<file path="config.mk">
export PLATFORM = sky130hd
export DESIGN_NAME = wb_rr_arbiter_flat
export DESIGN_NICKNAME = d
export VERILOG_FILES = /design/src/rtl/wb_rr_arbiter_if.sv /design/src/rtl/wb_rr_arbiter.sv /design/src/flat_wrapper.sv
export SDC_FILE = /design/constraint.sdc
export NUM_CORES = 1
export LEC_CHECK = 0
export ABC_AREA = 1
export BUFFER_PORTS_ARGS = -buffer_cell sky130_fd_sc_hd__buf_4
export CORE_AREA = 3 3 150 152
export CTS_BUF_LIST = sky130_fd_sc_hd__clkbuf_8
export CTS_CLUSTER_DIAMETER = 120
export CTS_CLUSTER_SIZE = 12
export DETAILED_ROUTE_END_ITERATION = 16
export DIE_AREA = 0 0 153 155
export SLEW_MARGIN = 20
export SYNTH_ARGS = -nofsm -noshare
export SYNTH_HDL_FRONTEND = slang
export SYNTH_SLANG_ARGS = --single-unit
</file>
<file path="constraint.sdc">
create_clock -name wb_clk_i -period 3.1 [get_ports wb_clk_i]
set_clock_uncertainty 0.05 [all_clocks]
set_input_delay 0.62 -clock wb_clk_i [delete_from_list [all_inputs] [get_ports wb_clk_i]]
set_output_delay 0.62 -clock wb_clk_i [all_outputs]
set_load 0.005 [all_outputs]
</file>
<file path="src/rtl/wb_rr_arbiter_if.sv">
// Signal bundle between wb_rr_arbiter, its masters and the shared RAM slave.
// The slave modport is the arbiter's view; the master modport is the surrounding system's view.
interface wb_rr_arbiter_if #(
  parameter int NUM_MASTERS = 3,
  parameter int AW          = 32,
  parameter int DW          = 32
);
  logic [NUM_MASTERS*AW-1:0]     wbm_adr_i;
  logic [NUM_MASTERS*DW-1:0]     wbm_dat_i;
  logic [NUM_MASTERS*DW/8-1:0]   wbm_sel_i;
  logic [NUM_MASTERS-1:0]        wbm_we_i;
  logic [NUM_MASTERS-1:0]        wbm_cyc_i;
  logic [NUM_MASTERS-1:0]        wbm_stb_i;
  logic [NUM_MASTERS*3-1:0]      wbm_cti_i;
  logic [NUM_MASTERS*2-1:0]      wbm_bte_i;
  logic [DW-1:0]                 wbm_dat_o;
  logic [NUM_MASTERS-1:0]        wbm_ack_o;
  logic [NUM_MASTERS-1:0]        wbm_err_o;
  logic [NUM_MASTERS-1:0]        wbm_rty_o;

  logic [AW-1:0]                 wbs_adr_o;
  logic [DW-1:0]                 wbs_dat_o;
  logic [DW/8-1:0]               wbs_sel_o;
  logic                          wbs_we_o;
  logic                          wbs_cyc_o;
  logic                          wbs_stb_o;
  logic [2:0]                    wbs_cti_o;
  logic [1:0]                    wbs_bte_o;
  logic [DW-1:0]                 wbs_dat_i;
  logic                          wbs_ack_i;
  logic                          wbs_err_i;
  logic                          wbs_rty_i;

  logic [NUM_MASTERS-1:0]        grant_o;

  modport slave (
    input  wbm_adr_i, wbm_dat_i, wbm_sel_i, wbm_we_i, wbm_cyc_i, wbm_stb_i, wbm_cti_i, wbm_bte_i,
    output wbm_dat_o, wbm_ack_o, wbm_err_o, wbm_rty_o,
    output wbs_adr_o, wbs_dat_o, wbs_sel_o, wbs_we_o, wbs_cyc_o, wbs_stb_o, wbs_cti_o, wbs_bte_o,
    input  wbs_dat_i, wbs_ack_i, wbs_err_i, wbs_rty_i,
    output grant_o
  );

  modport master (
    output wbm_adr_i, wbm_dat_i, wbm_sel_i, wbm_we_i, wbm_cyc_i, wbm_stb_i, wbm_cti_i, wbm_bte_i,
    input  wbm_dat_o, wbm_ack_o, wbm_err_o, wbm_rty_o,
    input  wbs_adr_o, wbs_dat_o, wbs_sel_o, wbs_we_o, wbs_cyc_o, wbs_stb_o, wbs_cti_o, wbs_bte_o,
    output wbs_dat_i, wbs_ack_i, wbs_err_i, wbs_rty_i,
    input  grant_o
  );
endinterface

</file>
<file path="src/rtl/wb_rr_arbiter.sv">
// Round-robin Wishbone B3 arbiter sharing one RAM slave; grant is locked for the whole bus cycle.
// Optional bus watchdog enabled by defining WB_ARB_TIMEOUT_EN (limit set by TIMEOUT).
module wb_rr_arbiter #(
  parameter int NUM_MASTERS = 3,
  parameter int AW          = 32,
  parameter int DW          = 32,
  parameter int TIMEOUT     = 1024
) (
  input logic           wb_clk_i,
  input logic           wb_rst_i,
  wb_rr_arbiter_if.slave bus
);
  localparam int IW  = (NUM_MASTERS > 1) ? $clog2(NUM_MASTERS) : 1;
  localparam int IW1 = IW + 1;
  localparam int SW  = DW / 8;

  typedef enum logic {IDLE, BUSY} state_t;

  state_t                 state, state_nxt;
  logic [NUM_MASTERS-1:0] grant, grant_nxt;
  logic [IW-1:0]          last, last_nxt;
  logic [IW-1:0]          pick, cand;
  logic [IW1-1:0]         sum;
  logic                   pick_vld;
  logic                   timeout;
  logic                   held;

  logic [AW-1:0]          mux_adr;
  logic [DW-1:0]          mux_dat;
  logic [SW-1:0]          mux_sel;
  logic                   mux_we;
  logic [2:0]             mux_cti;
  logic [1:0]             mux_bte;
  logic                   slv_cyc;
  logic                   resp_ok;

  // Rotating scan starting after the last served master; the lowest offset wins.
  always_comb begin
    pick     = last;
    pick_vld = 1'b0;
    sum      = '0;
    cand     = '0;
    for (int i = NUM_MASTERS; i >= 1; i--) begin
      sum = {1'b0, last} + IW1'(i);
      if (sum >= IW1'(NUM_MASTERS)) sum = sum - IW1'(NUM_MASTERS);
      cand = sum[IW-1:0];
      if (bus.wbm_cyc_i[cand]) begin
        pick     = cand;
        pick_vld = 1'b1;
      end
    end
  end

  assign held = |(grant & bus.wbm_cyc_i);

  always_ff @(posedge wb_clk_i) begin
    if (wb_rst_i) begin
      state <= IDLE;
      grant <= '0;
      last  <= IW'(NUM_MASTERS - 1);
    end else begin
      state <= state_nxt;
      grant <= grant_nxt;
      last  <= last_nxt;
    end
  end

  always_comb begin
    state_nxt = state;
    grant_nxt = grant;
    last_nxt  = last;
    case (state)
      IDLE: begin
        if (pick_vld) begin
          grant_nxt = {{(NUM_MASTERS-1){1'b0}}, 1'b1} << pick;
          last_nxt  = pick;
          state_nxt = BUSY;
        end
      end
      BUSY: begin
        if (!held || timeout) begin
          grant_nxt = '0;
          state_nxt = IDLE;
        end
      end
      default: begin
        grant_nxt = '0;
        state_nxt = IDLE;
      end
    endcase
  end

`ifdef WB_ARB_TIMEOUT_EN
  localparam int CW = $clog2(TIMEOUT + 1);
  logic [CW-1:0] wd_cnt;

  // Any slave response proves the slave is alive and restarts the count.
  always_ff @(posedge wb_clk_i) begin
    if (wb_rst_i) begin
      wd_cnt <= '0;
    end else if (state != BUSY || bus.wbs_ack_i || bus.wbs_err_i || bus.wbs_rty_i) begin
      wd_cnt <= '0;
    end else if (!timeout) begin
      wd_cnt <= wd_cnt + 1'b1;
    end
  end

  assign timeout = (state == BUSY) && (wd_cnt == CW'(TIMEOUT));
`else
  assign timeout = 1'b0;
`endif

  always_comb begin
    mux_adr = '0;
    mux_dat = '0;
    mux_sel = '0;
    mux_we  = 1'b0;
    mux_cti = '0;
    mux_bte = '0;
    for (int m = 0; m < NUM_MASTERS; m++) begin
      if (grant[m]) begin
        mux_adr = bus.wbm_adr_i[m*AW +: AW];
        mux_dat = bus.wbm_dat_i[m*DW +: DW];
        mux_sel = bus.wbm_sel_i[m*SW +: SW];
        mux_we  = bus.wbm_we_i[m];
        mux_cti = bus.wbm_cti_i[m*3 +: 3];
        mux_bte = bus.wbm_bte_i[m*2 +: 2];
      end
    end
  end

  assign slv_cyc = held & ~timeout;
  // Responses arriving in a reset cycle belong to a transfer that is being abandoned.
  assign resp_ok = slv_cyc & ~wb_rst_i;

  assign bus.wbs_adr_o = mux_adr;
  assign bus.wbs_dat_o = mux_dat;
  assign bus.wbs_sel_o = mux_sel;
  assign bus.wbs_we_o  = mux_we;
  assign bus.wbs_cti_o = mux_cti;
  assign bus.wbs_bte_o = mux_bte;
  assign bus.wbs_cyc_o = slv_cyc;
  assign bus.wbs_stb_o = |(grant & bus.wbm_stb_i) & ~timeout;

  assign bus.wbm_dat_o = bus.wbs_dat_i;
  assign bus.wbm_ack_o = grant & {NUM_MASTERS{bus.wbs_ack_i & resp_ok}};
  assign bus.wbm_rty_o = grant & {NUM_MASTERS{bus.wbs_rty_i & resp_ok}};
  assign bus.wbm_err_o = grant & {NUM_MASTERS{((bus.wbs_err_i & resp_ok) | timeout) & ~wb_rst_i}};
  assign bus.grant_o   = grant;
endmodule
</file>
<file path="src/flat_wrapper.sv">
// flat-port wrapper written by rule: the top's interface ports become plain ports
module wb_rr_arbiter_flat 
#(
  parameter int NUM_MASTERS = 3,
  parameter int AW          = 32,
  parameter int DW          = 32,
  parameter int TIMEOUT     = 1024
)
  (wb_clk_i, wb_rst_i, bus_wbm_adr_i, bus_wbm_dat_i, bus_wbm_sel_i, bus_wbm_we_i, bus_wbm_cyc_i, bus_wbm_stb_i, bus_wbm_cti_i, bus_wbm_bte_i, bus_wbm_dat_o, bus_wbm_ack_o, bus_wbm_err_o, bus_wbm_rty_o, bus_wbs_adr_o, bus_wbs_dat_o, bus_wbs_sel_o, bus_wbs_we_o, bus_wbs_cyc_o, bus_wbs_stb_o, bus_wbs_cti_o, bus_wbs_bte_o, bus_wbs_dat_i, bus_wbs_ack_i, bus_wbs_err_i, bus_wbs_rty_i, bus_grant_o);
  wb_rr_arbiter_if #(.NUM_MASTERS(NUM_MASTERS), .AW(AW), .DW(DW)) bus_i ();
  input logic wb_clk_i;
  input logic wb_rst_i;
  input wire logic [$bits(bus_i.wbm_adr_i)-1:0] bus_wbm_adr_i;
  input wire logic [$bits(bus_i.wbm_dat_i)-1:0] bus_wbm_dat_i;
  input wire logic [$bits(bus_i.wbm_sel_i)-1:0] bus_wbm_sel_i;
  input wire logic [$bits(bus_i.wbm_we_i)-1:0] bus_wbm_we_i;
  input wire logic [$bits(bus_i.wbm_cyc_i)-1:0] bus_wbm_cyc_i;
  input wire logic [$bits(bus_i.wbm_stb_i)-1:0] bus_wbm_stb_i;
  input wire logic [$bits(bus_i.wbm_cti_i)-1:0] bus_wbm_cti_i;
  input wire logic [$bits(bus_i.wbm_bte_i)-1:0] bus_wbm_bte_i;
  output wire logic [$bits(bus_i.wbm_dat_o)-1:0] bus_wbm_dat_o;
  output wire logic [$bits(bus_i.wbm_ack_o)-1:0] bus_wbm_ack_o;
  output wire logic [$bits(bus_i.wbm_err_o)-1:0] bus_wbm_err_o;
  output wire logic [$bits(bus_i.wbm_rty_o)-1:0] bus_wbm_rty_o;
  output wire logic [$bits(bus_i.wbs_adr_o)-1:0] bus_wbs_adr_o;
  output wire logic [$bits(bus_i.wbs_dat_o)-1:0] bus_wbs_dat_o;
  output wire logic [$bits(bus_i.wbs_sel_o)-1:0] bus_wbs_sel_o;
  output wire logic [$bits(bus_i.wbs_we_o)-1:0] bus_wbs_we_o;
  output wire logic [$bits(bus_i.wbs_cyc_o)-1:0] bus_wbs_cyc_o;
  output wire logic [$bits(bus_i.wbs_stb_o)-1:0] bus_wbs_stb_o;
  output wire logic [$bits(bus_i.wbs_cti_o)-1:0] bus_wbs_cti_o;
  output wire logic [$bits(bus_i.wbs_bte_o)-1:0] bus_wbs_bte_o;
  input wire logic [$bits(bus_i.wbs_dat_i)-1:0] bus_wbs_dat_i;
  input wire logic [$bits(bus_i.wbs_ack_i)-1:0] bus_wbs_ack_i;
  input wire logic [$bits(bus_i.wbs_err_i)-1:0] bus_wbs_err_i;
  input wire logic [$bits(bus_i.wbs_rty_i)-1:0] bus_wbs_rty_i;
  output wire logic [$bits(bus_i.grant_o)-1:0] bus_grant_o;
  assign bus_i.wbm_adr_i = bus_wbm_adr_i;
  assign bus_i.wbm_dat_i = bus_wbm_dat_i;
  assign bus_i.wbm_sel_i = bus_wbm_sel_i;
  assign bus_i.wbm_we_i = bus_wbm_we_i;
  assign bus_i.wbm_cyc_i = bus_wbm_cyc_i;
  assign bus_i.wbm_stb_i = bus_wbm_stb_i;
  assign bus_i.wbm_cti_i = bus_wbm_cti_i;
  assign bus_i.wbm_bte_i = bus_wbm_bte_i;
  assign bus_wbm_dat_o = bus_i.wbm_dat_o;
  assign bus_wbm_ack_o = bus_i.wbm_ack_o;
  assign bus_wbm_err_o = bus_i.wbm_err_o;
  assign bus_wbm_rty_o = bus_i.wbm_rty_o;
  assign bus_wbs_adr_o = bus_i.wbs_adr_o;
  assign bus_wbs_dat_o = bus_i.wbs_dat_o;
  assign bus_wbs_sel_o = bus_i.wbs_sel_o;
  assign bus_wbs_we_o = bus_i.wbs_we_o;
  assign bus_wbs_cyc_o = bus_i.wbs_cyc_o;
  assign bus_wbs_stb_o = bus_i.wbs_stb_o;
  assign bus_wbs_cti_o = bus_i.wbs_cti_o;
  assign bus_wbs_bte_o = bus_i.wbs_bte_o;
  assign bus_i.wbs_dat_i = bus_wbs_dat_i;
  assign bus_i.wbs_ack_i = bus_wbs_ack_i;
  assign bus_i.wbs_err_i = bus_wbs_err_i;
  assign bus_i.wbs_rty_i = bus_wbs_rty_i;
  assign bus_grant_o = bus_i.grant_o;
  wb_rr_arbiter #(.NUM_MASTERS(NUM_MASTERS), .AW(AW), .DW(DW), .TIMEOUT(TIMEOUT)) u_core (.wb_clk_i(wb_clk_i), .wb_rst_i(wb_rst_i), .bus(bus_i));
endmodule
</file>
==> results of run 1 <==
-- worst min-delay path by stage --
stage	endpoint	depth (start not counted)	slack (ps)	start
finish	u_core.bus.grant_o[0]$_SDFFE_PP0P_	2	490	u_core.bus.grant_o[0]$_SDFFE_PP0P_
global route	u_core.state$_SDFF_PP0_	2	510	u_core.state$_SDFF_PP0_
CTS	u_core.state$_SDFF_PP0_	2	490	u_core.state$_SDFF_PP0_
detailed placement	u_core.state$_SDFF_PP0_	2	480	u_core.state$_SDFF_PP0_
global placement	u_core.bus.grant_o[0]$_SDFFE_PP0P_	2	470	u_core.bus.grant_o[0]$_SDFFE_PP0P_
floorplan	u_core.state$_SDFF_PP0_	2	430	u_core.state$_SDFF_PP0_
-- through the flow --
step	setup WS (ps)	utilization	cells	hold WS (ps)	area [sq um]
2_1_floorplan	1230	-	393	434	2200
3_3_place_gp	881	0.222	931	471	4690
3_5_place_dp	814	0.222	931	477	4690
4_1_cts	569	0.224	935	488	4730
5_1_grt	374	0.224	935	513	4730
6_report	570	0.224	935	490	4730
-- worst register-to-register path, cell delays in order (launching register included) --
cell      delay, ps
dfxtp_1         420
inv_2           100
ha_1            430
inv_2           110
nand2_1          90
nand3_2          90
o21ai_4         100
nand3_2         130
nand2_4         110
inv_2            50
nand3_2          80
o211ai_1         90
-- metal layers --
layer / global-route usage / wire length (microns) / vias up
met1: 0.118 / 5010 / 1677
met5: 0 / 0 / -
met4: 0.0318 / 434 / 0
li1: - / - / 1882
met3: 0.0245 / 1190 / 34
met2: 0.170 / 6600 / 200
-- logic make-up (layout without fill, tap and decap cells) --
logic type,count (synthesis),after routing,share of synthesized area
flip-flops,6,6,0.0546
AND/OR/NAND/NOR,143,143,0.269
adder cells (fa/ha/maj),3,3,0.0171
buffers and inverters,83,350,0.205
AO/OA/AOI/OAI,158,158,0.454
-- cells in the final DEF, fill, tap and decap left out, drive strengths merged --
cell type | synthesis | final
a21oi | 5 | 5
a22oi | 74 | 74
buf | 47 | 329
clkbuf | 19 | 3
dfxtp | 6 | 6
ha | 3 | 3
inv | 17 | 18
nand2 | 111 | 111
nand3 | 14 | 14
nand4 | 1 | 1
nor2 | 17 | 17
o211ai | 3 | 3
o21ai | 76 | 76
-- cell type report --
cell class / count / share of cell area
sequential: 6 / 0.0264
clock inverter: 1 / 0.000793
tap: 275 / 0.0727
inverter: 17 / 0.0135
multi-input combinational: 304 / 0.345
timing repair buffer: 329 / 0.532
clock buffer: 3 / 0.00872
-- power groups by stage --
stage               Combinational (mW)  Sequential (mW)  Clock (mW)
floorplan                        0.958            0.121           0
global placement                  1.84            0.160           0
detailed placement                1.85            0.162           0
CTS                               1.86            0.161       0.126
global route                      2.04            0.168       0.130
finish                            1.83            0.159       0.121
-- flip-flops by register name, summed over array words and instances, names as in the netlist --
signal and cells:
u_core.state 1, u_core.bus.grant_o 3, u_core.last 2
==> run metrics, run 1 <==
outcome=complete, no violations; Most common cell on crit path=buf_4; Critical Path End=bus_wbs_adr_o[1]; total area of multi-input combinational cells=roughly 1600 sq um; number of rows created at floorplan=53; number of distinct library cell variants in the gate-level netlist after synthesis=22; Post-CTS Hold Buffers=0; wire length of the first global-routing pass=19.3 mm; Die Footprint=between 20000 and 25000 sq um; top cells by area, synth=a22oi_1 (25%), nand2_1 (18%), o21ai_0 (14%), buf_4 (11%), dfxtp_1 (5.5%); detailed-route DRC error count=0; worst min path class=reg2reg; most used standard cell by instance count after synthesis=nand2_1; routed via count=between 3000 and 4000; Cell Pwr Density=approximately 450 nW/um^2; Detailed Route Iter0 Violations=between 300 and 400; leakage power summed over all cells=2.26 nW; Critical R2R Launch=u_core.last[0]$_SDFFE_PP0P_; overall power consumption=~2.1 mW; clock slew at reported path FFs=about 40 ps; Max Fanout on Critical Path=41; Post-CTS Repair Setup Buffers=0; critical path type=reg2out; sw power=approximately 1.0 mW; Int Pwr=roughly 1.1 mW; antenna cell count=0; number of enable flip-flop cells after synthesis=0; starting density of the core=0.104; final worst-path cycle share=0.816; number of failing setup endpoints in the final timing report=0; I/O Pins=around 390; Reg power frac=0.075; clock net sink count=6; Comb power frac=0.867; reg2reg path depth=11; Avg WL per Cell=14.2 microns; pin slew with the least headroom to its limit=roughly 510 ps; number of global-route vias before repair=roughly 3700; overall die width=roughly 150 microns; most used flip-flop cell after synthesis=dfxtp_1; post-synth net total=661; wire length reported by the detailed router=13.2 mm; fin crit period=approximately 2500 ps; Detail Route Antenna Nets=0; Yosys reg bits=6; clock tree from TritonCTS=yes; floorplan core area=between 20000 and 25000 sq um; R2R Setup Slk=1130 ps; total half-perimeter wirelength after legalization and detailed placement=~11 mm; unrepaired setup endpoints after global routing=no; footprint of the flip-flops and latches=125 sq um; Post-Syn Area=2200 sq um; max-slew headroom at the worst pin=0.663; cell chain of the critical path=inv_1 > nor2_4 > buf_4 > a22oi_1 > o21ai_0 > buf_4; Worst path slowest cell=buf_4; Largest stage delay, worst path=a little over 400 ps; asr flop ratio synth=0; proportion of netlist area held by the largest area contributor=0.253; number of standard cells after synthesis=~390; cell taking the most area after synthesis=a22oi_1; CTS resizes=0; Setup crit start=u_core.bus.grant_o[0]$_SDFFE_PP0P_; Worst path depth=6; Area Growth Syn to Fin=115%; sw frac=0.472; required time at the worst-slack endpoint=2430 ps; initial antenna violation count=0; total clock buffers created by CTS=3; pin count of the biggest net entering global routing=47; arrival time of the worst setup path=1860 ps; Clk Latency, worst-skew pair=230 ps; remaining global-route overflow=0; sequential share of the synthesized area=0.0546; CTS max path bufs=2; Final Hold Viols=0; element type at the critical path end=output port; sum of negative setup slack=0 ps; Synth warnings=0; first drt pass iteration count=4; port buffer count=320; Clock power frac=0.057; NumNets Final=929; layout cells sized above 1=0.529; worst supply voltage drop on vdd=0.247 mV; Final Wtd Congestion=slightly above 0.8; Die Y-Extent=about 160 microns; most frequent cells after synthesis=nand2_1 (105), a22oi_1 (74), o21ai_0 (61), buf_4 (33), clkbuf_1 (19); Max Freq=395 MHz; MaxCap Viol Count=0; Critical path buffers and inverters=3; category of the worst setup path launch point=register; Total Routing Usage GR=0.0978; endpoint of the worst register-to-register path=u_core.last[1]$_SDFFE_PP1P_; filler cell count in the final layout=2427; clock root buffer=clkbuf_8; CTS H-Tree Depth=1; per-cell via count in the routed design=between 4 and 5; critical path's top delay family=buffers and inverters; Avg Synthesized Cell Area=roughly 5.6 sq um; final slew viol count=0
Note: power is estimated with default switching activity, not from simulation.
==> inputs of run 2 (changes only) <==
Settings changed: ABC_AREA 1 to 0, CORE_AREA 3 3 150 152 to 3 3 148 150, DIE_AREA 0 0 153 155 to 0 0 151 153.
Clock period 3.1 ns to 2.3 ns, I/O delays scaled along.
==> run 2 against run 1 <==
Against the previous run: clock-buffer cell count unchanged; setup slack worse by 440 ps; combinational power increased by 75%; hold slack got worse by 95 ps; register-to-register slack got worse by 990 ps; clock power grew 36%; area after synthesis shrank 3.1%; critical path depth stayed put; non-clock buffer count rose by 1; via count is 3.3% lower; sequential share of layout area about the same.
==> run metrics, run 2 <==
Cell Pwr Density=761 nW/um^2; Max Fanout on Critical Path=9; footprint of the flip-flops and latches=~130 sq um; clock slew at reported path FFs=around 40 ps; Largest register FFs=3; CTS max path bufs=2; Clk Latency, worst-skew pair=about 230 ps; leakage power summed over all cells=around 2.2 nW; starting density of the core=0.102; total half-perimeter wirelength after legalization and detailed placement=between 9 and 10 mm; cell taking the most area after synthesis=a22oi_1; layout cells sized above 1=0.545; proportion of netlist area held by the largest area contributor=0.261; clock net sink count=6; critical path's top delay family=buffers and inverters; most used flip-flop cell after synthesis=dfxtp_1; Detailed Route Iter0 Violations=207; pin slew with the least headroom to its limit=about 340 ps; wire length reported by the detailed router=12.0 mm; Avg WL per Cell=13.3 microns; most frequent cells after synthesis=nand2_1 (76), o21ai_0 (76), a22oi_1 (74), buf_4 (32), clkbuf_1 (26); port buffer count=320; pin count of the biggest net entering global routing=84; overall power consumption=3.58 mW; number of failing setup endpoints in the final timing report=0; CTS H-Tree Depth=1; overall die width=about 150 microns; max-slew headroom at the worst pin=0.773; arrival time of the worst setup path=~1700 ps; Yosys reg bits=6; Area Growth Syn to Fin=121%; worst min path class=in2reg; category of the worst setup path launch point=register; number of rows created at floorplan=between 50 and 60; Die Footprint=23100 sq um; number of enable flip-flop cells after synthesis=0; total area of multi-input combinational cells=~1600 sq um; detailed-route DRC error count=0; final slew viol count=0; critical path type=reg2out; Final Wtd Congestion=between 0.7 and 0.8; element type at the critical path end=output port; top cells by area, synth=a22oi_1 (26%), o21ai_0 (18%), nand2_1 (13%), buf_4 (11%), dfxtp_1 (5.6%); Largest stage delay, worst path=around 360 ps; per-cell via count in the routed design=4.07; clock tree from TritonCTS=yes; clock root buffer=clkbuf_8; Post-Syn Area=2130 sq um; outcome=complete, no violations; antenna cell count=0; CTS resizes=0; Synth warnings=0; Critical path buffers and inverters=3; Post-CTS Repair Setup Buffers=0; unrepaired setup endpoints after global routing=no; final worst-path cycle share=0.942; required time at the worst-slack endpoint=around 1800 ps; Avg Synthesized Cell Area=around 5.9 sq um; Post-CTS Hold Buffers=0; number of standard cells after synthesis=359; worst supply voltage drop on vdd=roughly 0.32 mV; fin crit period=2170 ps; NumNets Final=about 900; Die Y-Extent=about 150 microns; number of global-route vias before repair=between 3000 and 4000; first drt pass iteration count=4; filler cell count in the final layout=about 2400; routed via count=~3700; Final Hold Viols=0; Max Freq=approximately 460 MHz; highest-count cells in the layout ignoring fill and taps=buf_4 (324), nand2_1 (76), o21ai_0 (76), a22oi_1 (74), and3_1 (9); remaining global-route overflow=0; asr flop ratio synth=0; sequential share of the synthesized area=0.0564; Total Routing Usage GR=0.0903; MaxCap Viol Count=0; number of distinct library cell variants in the gate-level netlist after synthesis=33; Worst path slowest cell=a222oi_1; Most common cell on crit path=buf_4; sum of negative setup slack=0 ps; I/O Pins=~390; total clock buffers created by CTS=3; wire length of the first global-routing pass=roughly 17 mm; cell chain of the critical path=buf_4 > a222oi_1 > buf_4 > nor2_2 > and3_1 > buf_4; Detail Route Antenna Nets=0; most common cell after layout, fill and taps aside=buf_4; initial antenna violation count=0; floorplan core area=~21000 sq um; post-synth net total=627
[run 2: cell types whose count changed after synthesis, moves of 7 or more]
cell      change
inv_1         -7
clkbuf_1      +7
nand2_1      -29
nor2_1       -13
o21ai_0      +15
buf_2        -10
o21ai_1      -13
and3_1        +9
[run 2: kinds of logic (layout without fill, tap and decap cells)]
kind of cell    count (synthesis)  after routing  share of synthesized area
fa+ha+maj                       3              3                     0.0176
mux                             1              1                    0.00470
flops                           6              6                     0.0564
buf+inv                        74            341                      0.191
compound gates                172            172                      0.521
simple gates                  103            103                      0.209
[run 2: layout make-up]
type | count | share of cell area
clock buffer | 3 | 0.00877
clock inverter | 1 | 0.000798
inverter | 7 | 0.00558
multi-input combinational | 279 | 0.343
sequential | 6 | 0.0266
tap | 275 | 0.0731
timing repair buffer | 330 | 0.542
[run 2: power breakdown]
part           switching [mW]  internal, mW
Combinational            1.53          1.68
Clock                  0.0499         0.115
Sequential             0.0533         0.154
Total                    1.64          1.95
[run 2: worst paths after layout]
check	start	to	slack, ps	cells after the start
worst max register to register	u_core.last[1]$_SDFFE_PP1P_	u_core.bus.grant_o[0]$_SDFFE_PP0P_	140	7
worst min-delay path	wb_rst_i	u_core.bus.grant_o[2]$_SDFFE_PP0P_	400	2
worst max-delay path	u_core.bus.grant_o[0]$_SDFFE_PP0P_	bus_wbm_ack_o[2]	130	6
worst min register to register	u_core.last[1]$_SDFFE_PP1P_	u_core.last[1]$_SDFFE_PP1P_	460	1
[run 2: metal layers]
| layer | up-vias | part of all wire | track usage |
|---|---|---|---|
| li1 | 1823 | - | - |
| met1 | 1636 | 0.38 | 0.105 |
| met2 | 194 | 0.51 | 0.168 |
| met3 | 16 | 0.10 | 0.0181 |
| met4 | 0 | 0.014 | 0.0190 |
| met5 | - | 0 | 0 |
[run 2: stage by stage]
stage          cell area (sq um)  std cells  hold WS [ps]  setup WS [ps]  utilization
2_1_floorplan               2130        359           413            231            -
3_3_place_gp                4660        897           439            216        0.224
3_5_place_dp                4660        897           455            176        0.224
4_1_cts                     4700        901           382           86.0        0.226
5_1_grt                     4710        901           397           27.5        0.226
6_report                    4710        901           395            133        0.226
==> inputs of run 3 (changes only) <==
Settings changed: BUFFER_PORTS_ARGS -buffer_cell sky130_fd_sc_hd__buf_4 to unset, CORE_AREA 3 3 148 150 to 3 3 149 151, DIE_AREA 0 0 151 153 to 0 0 152 154, DONT_BUFFER_PORTS set to 1.
==> run 3 against run 2 <==
Against the previous run: clock power is 2% lower; final cell count is 35% lower; via count is 28% lower; design area is 50% lower; largest cell class is now multi-input combinational cells; highest routed layer unchanged.
==> run metrics, run 3 (synthesized netlist as in run 2, its figures left out) <==
per-cell via count in the routed design=around 4.5; number of stages on the worst hold path=1; pin count of the biggest net entering global routing=~160; routed via count=~2700; Detailed Route Iter0 Violations=between 200 and 250; clock net sink count=6; top layer in use=met4; clock tree from TritonCTS=yes; floorplan core area=between 20000 and 25000 sq um; worst min path class=in2reg; Final Hold Viols=0; wire length reported by the detailed router=just over 9 mm; leakage power summed over all cells=between 0.6 and 0.7 nW; Area Growth Syn to Fin=9.40%; starting density of the core=0.102; number of global-route vias before repair=~2300; element type at the critical path end=output port; Avg WL per Cell=approximately 16 microns; Final Wtd Congestion=about 0.71; CTS max path bufs=2; clock slew at reported path FFs=40 ps; arrival time of the worst setup path=between 1500 and 2000 ps; number of failing setup endpoints in the final timing report=0; clock root buffer=clkbuf_8; Total Routing Usage GR=0.0650; Max Freq=roughly 450 MHz; MaxCap Viol Count=0; detailed-route DRC error count=0; Detail Route Antenna Nets=0; wire length on met1=around 3.3 mm; Cell Pwr Density=~1000 nW/um^2; unrepaired setup endpoints after global routing=no; layout cells sized above 1=0.0921; final slew viol count=0; total half-perimeter wirelength after legalization and detailed placement=between 7 and 8 mm; Die Y-Extent=154 microns; first drt pass iteration count=4; critical path type=reg2out; fin crit period=between 2000 and 2500 ps; NumNets Final=approximately 580; worst supply voltage drop on vdd=~0.47 mV; remaining global-route overflow=0; Die Footprint=23400 sq um; pin slew with the least headroom to its limit=just over 600 ps; initial antenna violation count=0; Routed met2 length=about 4.6 mm; category of the worst setup path launch point=register; highest-count cells in the layout ignoring fill and taps=nand2_1 (76), o21ai_0 (76), a22oi_1 (74), buf_4 (16), and3_1 (9); port buffer count=0; outcome=complete, no violations; number of rows created at floorplan=between 50 and 60; Largest register FFs=3; routed wire length on met3=1.02 mm; Post-CTS Repair Setup Buffers=0; reg2reg path depth=7; antenna cell count=0; CTS H-Tree Depth=1; sum of negative setup slack=0 ps; total clock buffers created by CTS=3; overall die width=152 microns; I/O Pins=385; final instance count without filler cells=between 500 and 600; Post-CTS Hold Buffers=0; # placed instances=between 500 and 600; final worst-path cycle share=0.957; Clk Latency, worst-skew pair=about 220 ps; required time at the worst-slack endpoint=approximately 1800 ps; wire length of the first global-routing pass=12.5 mm; max-slew headroom at the worst pin=0.596; CTS resizes=0; Max Fanout on Critical Path=29
## run 3: changes by cell type in the layout (fill, tap and decap cells not counted), sizes merged
cell and delta:
buf -311
## run 3: power breakdown
group / switching [mW] / internal [mW] / leakage [nW]
clock: 0.0464 / 0.115 / 0.0269
combinational: 1.28 / 0.786 / 0.609
sequential: 0.0368 / 0.154 / 0.0507
total: 1.36 / 1.05 / 0.687
## run 3: worst paths after layout
| kind | startpoint | to | slack (ps) |
|---|---|---|---|
| setup / recovery | u_core.bus.grant_o[1]$_SDFFE_PP0P_ | bus_wbs_adr_o[12] | 100 |
| hold / removal | wb_rst_i | u_core.bus.grant_o[2]$_SDFFE_PP0P_ | 240 |
| setup reg to reg | u_core.last[1]$_SDFFE_PP1P_ | u_core.last[1]$_SDFFE_PP1P_ | 200 |
| hold reg to reg | u_core.last[1]$_SDFFE_PP1P_ | u_core.last[1]$_SDFFE_PP1P_ | 450 |
## run 3: final cells by class
class | instances | area [sq um]
fillers | 2443 | 18600
multi-input cells | 279 | 1610
well taps | 275 | 344
repair buffers | 19 | 180
flip-flops and latches | 6 | 125
clock buffers | 3 | 41.3
inverters | 7 | 26.3
clock inverters | 1 | 3.75
## run 3: metrics by stage
stage	utilization	area [sq um]	hold slack, ps	setup WS (ps)	power (mW)
global placement	0.109	2290	434	248	2.20
floorplan	-	2130	413	231	1.78
CTS	0.111	2330	240	125	2.42
detailed placement	0.109	2290	444	208	2.25
finish	0.111	2330	243	99.6	2.41
global route	0.111	2330	235	30.7	2.68
## run 3: critical path, stage by stage, from the launching register on
cell	delay [ps]
dfxtp_2	370
buf_4	330
buf_4	250
a22oi_1	90
o21ai_0	250
buf_4	170
## run 3: routing by layer
layer  track usage  vias up
met3        0.0183       24
li1              -     1200
met1        0.0732     1205
met4        0.0214        0
met2         0.118      221
met5             0        -
